`src/rtl/vec_add_sequencer.sv`:
```
// Command-level sequencer for a two-input, one-output streaming vector adder.
// Issues A/B read and OUT write requests, joins and sums the element streams, then responds.
//
// state  | meaning
// IDLE   | ready for a command
// ISSUE  | presenting the three channel requests until each is accepted
// STREAM | joining A/B element streams and driving their sum
// FLUSH  | waiting for the writer to report committed data
// RESP   | holding the completion response until accepted
module vec_add_sequencer #(
  parameter int DATA_W = 32,
  parameter int ADDR_W = 49,
  parameter int LEN_W  = 32
) (
  input  logic              clock,
  input  logic              reset,

  input  logic              cmd_0_valid,
  output logic              cmd_0_ready,
  input  logic [31:0]       cmd_0_vec_a_addr,
  input  logic [31:0]       cmd_0_vec_b_addr,
  input  logic [31:0]       cmd_0_vec_out_addr,
  input  logic [LEN_W-1:0]  cmd_0_vector_length,

  output logic              resp_0_valid,
  input  logic              resp_0_ready,

  output logic              vec_a_req_valid,
  input  logic              vec_a_req_ready,
  output logic [LEN_W-1:0]  vec_a_req_len,
  output logic [ADDR_W-1:0] vec_a_req_addr_address,

  output logic              vec_b_req_valid,
  input  logic              vec_b_req_ready,
  output logic [LEN_W-1:0]  vec_b_req_len,
  output logic [ADDR_W-1:0] vec_b_req_addr_address,

  output logic              vec_out_req_valid,
  input  logic              vec_out_req_ready,
  output logic [LEN_W-1:0]  vec_out_req_len,
  output logic [ADDR_W-1:0] vec_out_req_addr_address,

  input  logic              vec_a_data_valid,
  output logic              vec_a_data_ready,
  input  logic [DATA_W-1:0] vec_a_data,

  input  logic              vec_b_data_valid,
  output logic              vec_b_data_ready,
  input  logic [DATA_W-1:0] vec_b_data,

  output logic              vec_out_data_valid,
  input  logic              vec_out_data_ready,
  output logic [DATA_W-1:0] vec_out_data,

  input  logic              write_isFlushed_0_0,
  input  logic              vec_a_inProgress,
  input  logic              vec_b_inProgress
);

  typedef enum logic [2:0] {
    IDLE   = 3'd0,
    ISSUE  = 3'd1,
    STREAM = 3'd2,
    FLUSH  = 3'd3,
    RESP   = 3'd4
  } state_t;

  localparam logic [LEN_W-1:0] BYTES_PER_ELEM = LEN_W'(DATA_W / 8);
  localparam logic [LEN_W-1:0] ONE            = {{(LEN_W-1){1'b0}}, 1'b1};

  state_t state, state_nxt;

  logic [31:0]      addr_a, addr_b, addr_out;
  logic [LEN_W-1:0] elem_len, byte_len, elem_cnt;
  logic             done_a, done_b, done_out;

  logic cmd_fire, fire_a, fire_b, fire_out, all_done;
  logic in_stream, join_valid, elem_fire, last_elem;

  // Reader status is informational only; sequencing never depends on it.
  logic unused_in_progress;
  assign unused_in_progress = vec_a_inProgress | vec_b_inProgress;

  assign cmd_0_ready  = (state == IDLE) && !reset;
  assign resp_0_valid = (state == RESP);

  assign vec_a_req_valid   = (state == ISSUE) && !done_a;
  assign vec_b_req_valid   = (state == ISSUE) && !done_b;
  assign vec_out_req_valid = (state == ISSUE) && !done_out;

  assign vec_a_req_len   = byte_len;
  assign vec_b_req_len   = byte_len;
  assign vec_out_req_len = byte_len;

  assign vec_a_req_addr_address   = {{(ADDR_W-32){1'b0}}, addr_a};
  assign vec_b_req_addr_address   = {{(ADDR_W-32){1'b0}}, addr_b};
  assign vec_out_req_addr_address = {{(ADDR_W-32){1'b0}}, addr_out};

  assign cmd_fire = cmd_0_valid && cmd_0_ready;
  assign fire_a   = vec_a_req_valid && vec_a_req_ready;
  assign fire_b   = vec_b_req_valid && vec_b_req_ready;
  assign fire_out = vec_out_req_valid && vec_out_req_ready;
  assign all_done = (done_a || fire_a) && (done_b || fire_b) && (done_out || fire_out);

  // Both inputs are consumed together, so neither stream can run ahead of the other.
  assign in_stream          = (state == STREAM);
  assign join_valid         = vec_a_data_valid && vec_b_data_valid;
  assign vec_out_data_valid = in_stream && join_valid;
  assign vec_a_data_ready   = in_stream && join_valid && vec_out_data_ready;
  assign vec_b_data_ready   = in_stream && join_valid && vec_out_data_ready;
  assign vec_out_data       = vec_a_data + vec_b_data;

  assign elem_fire = vec_a_data_ready;
  assign last_elem = (elem_cnt == elem_len - ONE);

  always_ff @(posedge clock) begin
    if (reset) state <= IDLE;
    else       state <= state_nxt;
  end

  always_comb begin
    state_nxt = state;
    case (state)
      IDLE:   if (cmd_fire) state_nxt = (cmd_0_vector_length == '0) ? RESP : ISSUE;
      ISSUE:  if (all_done) state_nxt = STREAM;
      STREAM: if (elem_fire && last_elem) state_nxt = FLUSH;
      FLUSH:  if (write_isFlushed_0_0) state_nxt = RESP;
      RESP:   if (resp_0_ready) state_nxt = IDLE;
      default: state_nxt = IDLE;
    endcase
  end

  always_ff @(posedge clock) begin
    if (reset) begin
      addr_a   <= '0;
      addr_b   <= '0;
      addr_out <= '0;
      elem_len <= '0;
      byte_len <= '0;
      elem_cnt <= '0;
      done_a   <= 1'b0;
      done_b   <= 1'b0;
      done_out <= 1'b0;
    end else begin
      if (cmd_fire) begin
        addr_a   <= cmd_0_vec_a_addr;
        addr_b   <= cmd_0_vec_b_addr;
        addr_out <= cmd_0_vec_out_addr;
        elem_len <= cmd_0_vector_length;
        byte_len <= cmd_0_vector_length * BYTES_PER_ELEM;
        elem_cnt <= '0;
        done_a   <= 1'b0;
        done_b   <= 1'b0;
        done_out <= 1'b0;
      end
      if (fire_a)    done_a   <= 1'b1;
      if (fire_b)    done_b   <= 1'b1;
      if (fire_out)  done_out <= 1'b1;
      if (elem_fire) elem_cnt <= elem_cnt + ONE;
    end
  end

endmodule
```
`config.mk`:
```
export PLATFORM = sky130hd
export DESIGN_NAME = vec_add_sequencer
export DESIGN_NICKNAME = d
export VERILOG_FILES = /design/src/rtl/vec_add_sequencer.sv
export SDC_FILE = /design/constraint.sdc
export NUM_CORES = 1
export LEC_CHECK = 0
export BUFFER_PORTS_ARGS = -buffer_cell sky130_fd_sc_hd__buf_2
export CAP_MARGIN = 30
export CORE_AREA = 2 2 189 191
export CTS_CLUSTER_SIZE = 16
export DETAILED_ROUTE_END_ITERATION = 6
export DIE_AREA = 0 0 191 193
export PLACE_DENSITY = 0.64
export SYNTH_ARGS = -nofsm -noshare
export SYNTH_HDL_FRONTEND = slang
export SYNTH_SLANG_ARGS = --single-unit
```
`constraint.sdc`:
```
create_clock -name clock -period 4.5 [get_ports clock]
set_input_delay 0.45 -clock clock [delete_from_list [all_inputs] [get_ports clock]]
set_output_delay 0.45 -clock clock [all_outputs]
set_load 0.1 [all_outputs]
```
==> summary.txt <==
Global route
  • Number of antenna violations at the first check in global routing: 4
  • Total global routing overflow: 0
  • Pin count of the biggest net entering global routing: 96
  • Wire length of the first global-routing pass: between 40000 and 50000 µm
  • Overall track demand over capacity in global routing: 0.158
  • Number of global-route vias before repair: between 8000 and 9000

Place
  • Placement-stage worst setup slack: 0.595 ns
  • GPL Wtd Cong: around 0.88
  • Port Buffers: ~430
  • HPWL after detailed placement: approximately 23000 µm
  • Instance area at placement: approximately 12000 µm²

Clocking
  • CTS tree: done
  • Post-CTS Hold Buffers: 0
  • Buffer count from post-CTS setup fixing: 0
  • Max clock buf depth: 2
  • H-Tree Depth: 4
  • Post-CTS clock slew at the launch and capture registers of the worst setup and hold paths: 0.06 ns
  • Clock insertion delay at the later pin of the skew report: approximately 0.44 ns
  • TritonCTS Buffers: 17
  • Gates resized, CTS repair: 0
  • Total clock sinks: ~170
  • Root cell of the clock tree: sky130_fd_sc_hd__clkbuf_16

Cells and area
  • Core occupancy in the finished layout: 0.358
  • Area of all sequential standard cells: 3320 µm²
  • Leading cell type in the layout, fill and taps excluded: sky130_fd_sc_hd__buf_2
  • Number of nets at the end of the flow: between 1500 and 2000
  • Share of post-route cells with drive strength above 1: 0.299
  • Area delta synth->final: 21.9%
  • Design Area, Final: 12500 µm²
  • Top library cells by usage in the layout, fill and taps aside: 427 x sky130_fd_sc_hd__buf_2, 292 x sky130_fd_sc_hd__nand2_1, 166 x sky130_fd_sc_hd__dfxtp_1
  • Filler cell count: 3723
  • Multi-input combinational cell area: between 5000 and 6000 µm²

Synthesis
  • Proportion of netlist area held by the largest area contributor: 0.324
  • Async S/R FF share, synth: 0
  • Number of enable flip-flop cells after synthesis: 0
  • Top area cells in the synthesized netlist: sky130_fd_sc_hd__dfxtp_1 32%, sky130_fd_sc_hd__buf_4 11%, sky130_fd_sc_hd__nand2_1 11%
  • Count of yosys warnings during synthesis: 0
  • Cell area after synthesis: 10300 µm²
  • Average size of a mapped cell: approximately 7.8 µm²
  • Seq/Total Area, Yosys: 0.324
  • Synth Instances: between 1000 and 1500
  • Number of different library cells in the post-synthesis netlist: 66
  • Flip-flop and latch count after synthesis: approximately 170
  • Cell accounting for the most synthesized area: sky130_fd_sc_hd__dfxtp_1
  • Leading register cell type out of synthesis: sky130_fd_sc_hd__dfxtp_1

Timing
  • Min cycle time layout: between 3 and 4 ns
  • Remaining max-slew budget at the tightest pin: 0.422
  • Max Clock Freq: roughly 260 MHz
  • Crit share post-route: 0.867
  • Setup total negative slack: 0 ns
  • Worst setup skew after layout: just under 0.01 ns
  • Final worst hold slack: between 0.15 and 0.2 ns
  • Unrepaired setup endpoints after global routing: false
  • Slew at the pin closest to its max-slew limit: just under 0.9 ns
  • Number of slew-limit violations in the final report: 0
  • Final Hold Fails: 0
  • Number of setup violations in the final report: 0
  • Slack of the critical path: ~0.60 ns

Die
  • Initial standard-cell utilization of the core: 0.294
  • Area of the die: ~37000 µm²
  • Std cell rows: around 70
  • I/O pins: slightly below 500
  • Vertical extent of the die: ~190 µm
  • Core outline area: 35000 µm²
  • Die W: 191 µm

Worst setup path
  • R2R depth: 11
  • Largest stage delay on the critical path: 0.44 ns
  • Arrival time at the worst endpoint: approximately 3.5 ns
  • Worst reg2reg path startpoint: elem_len[0]
  • Library cell contributing the largest single delay on the critical path: sky130_fd_sc_hd__buf_2
  • Ordered list of cells on the worst path: buf_2, ha_1, a211o_1, a2111oi_0, buf_4, o221a_2, o22ai_1, nor4_1, o311ai_0, a21oi_1, xnor2_1, buf_2
  • Data required time of the worst path: 4.05 ns
  • Largest driver fanout on the critical path: 3
  • Terminus of the critical flop-to-flop path: state[0]
  • CP top delay family: compound AO/OA/AOI/OAI gates
  • Sum of buffers and inverters on the critical path: 3
  • Startpoint type of the worst setup path: input port
  • Library cell appearing most often on the critical path: sky130_fd_sc_hd__buf_2
  • Category of the worst setup path capture point: output port
  • WS Path Type: input port to output port
  • R2R setup slack: 1.11 ns

Routing
  • DRC marker count from the first detailed-route iteration: ~420
  • Total DRC errors in the routed layout: 0
  • Final ANT Viol Nets: 0
  • Wirelength per Cell: around 14 µm
  • Final routed wirelength across all metal layers: about 30000 µm
  • 1st-pass router iterations: 5
  • Total via count in the routed design: 9886
  • Number of vias per cell after detailed routing: approximately 4.7

Power
  • PwrDens: ~470 nW/µm²
  • Worst-case vdd ir drop: 0.273 mV
  • Static power due to leakage: about 6.2 nW

Run status
  • Result of the run: finished clean

Min path
  • Number of cells on the worst hold path: 3
  • HP Class: input port to register
  • End point of the most critical hold path: addr_a[21]
  • Worst Hold Launch: cmd_0_vec_a_addr[21]

Job
  • Max-capacitance violation count: 0
==> metal layers <==
metal | GRT usage | routed length [µm] | vias up
li1 | - | - | 4901
met1 | 0.186 | 12300 | 4579
met2 | 0.277 | 15200 | 369
met3 | 0.0442 | 2140 | 37
met4 | 0.0537 | 586 | 0
met5 | 0 | 0 | -
==> kinds of logic after synthesis <==
| group | share of synthesized area |
|---|---|
| AO/OA/AOI/OAI | 0.0979 |
| XOR/XNOR | 0.0614 |
| adder cells (fa/ha/maj) | 0.0422 |
| buffers and inverters | 0.143 |
| flip-flops | 0.324 |
| multiplexers | 0.0117 |
| other | 0.000365 |
| AND/OR/NAND/NOR | 0.320 |
==> registers in the layout (all words and copies together) (netlist names) <==
name and flops:
addr_b 32, elem_len 32, addr_a 32, done_a 1, done_out 1, state 3
done_b 1, elem_cnt 32, addr_out 32
==> cell usage after synthesis, drive strengths merged (3+ instances only) <==
master / number
o31ai: 7
mux2i: 3
nor3: 30
a21boi: 4
nand2: 292
nand4: 18
a211o: 4
and3: 7
nand3b: 127
buf: 153
nand2b: 6
dfxtp: 166
inv: 26
ha: 33
or4: 9
nor2: 69
a31oi: 4
a211oi: 6
o21a: 10
xnor2: 55
o211ai: 11
and2: 8
nand3: 33
nor4: 20
clkbuf: 59
xor2: 17
or3: 8
or2: 8
a21oi: 57
mux2: 8
a21o: 12
o21ai: 15
==> worst max path at each step <==
stage                        startpoint               end  cells after the start
after detailed placement  vec_a_data[1]  vec_out_data[31]                     12
after global placement    vec_a_data[1]  vec_out_data[31]                     12
after global routing      vec_a_data[1]  vec_out_data[31]                     12
final                     vec_a_data[1]  vec_out_data[31]                     12
after CTS                 vec_a_data[1]  vec_out_data[31]                     12
after floorplan           vec_a_data[1]  vec_out_data[27]                      8
==> through the flow <==
stage | total power (W) | std cells
final | 0.00589 | 2097
after global routing | 0.00613 | 2095
after CTS | 0.00595 | 2093
after detailed placement | 0.00443 | 2062
after global placement | 0.00441 | 2062
after floorplan | 0.00411 | 1377
==> worst register-to-register path, delay by kind of cell (launching register included) <==
family          cells  cell delay (ns)
simple gates        6             2.07
flops               1             0.41
buf+inv             2             0.30
fa+ha+maj           1             0.23
compound gates      1             0.21
xor+xnor            1             0.09
==> where the power goes <==
| group | switching (W) | internal (W) | total [W] |
|---|---|---|---|
| logic | 0.00226 | 0.000463 | 0.00272 |
| clock network | 0.000607 | 0.000882 | 0.00149 |
| registers | 0.000104 | 0.00158 | 0.00168 |
==> cell type report <==
cell class                      count  share of cell area
Antenna cell                        4            0.000800
Clock buffer                       22              0.0363
Clock inverter                      9              0.0102
Inverter                           26             0.00780
Multi-Input combinational cell    973               0.455
Sequential cell                   166               0.266
Tap cell                          461              0.0461
Timing Repair Buffer              436               0.178
(Power assumes the default switching activity.)
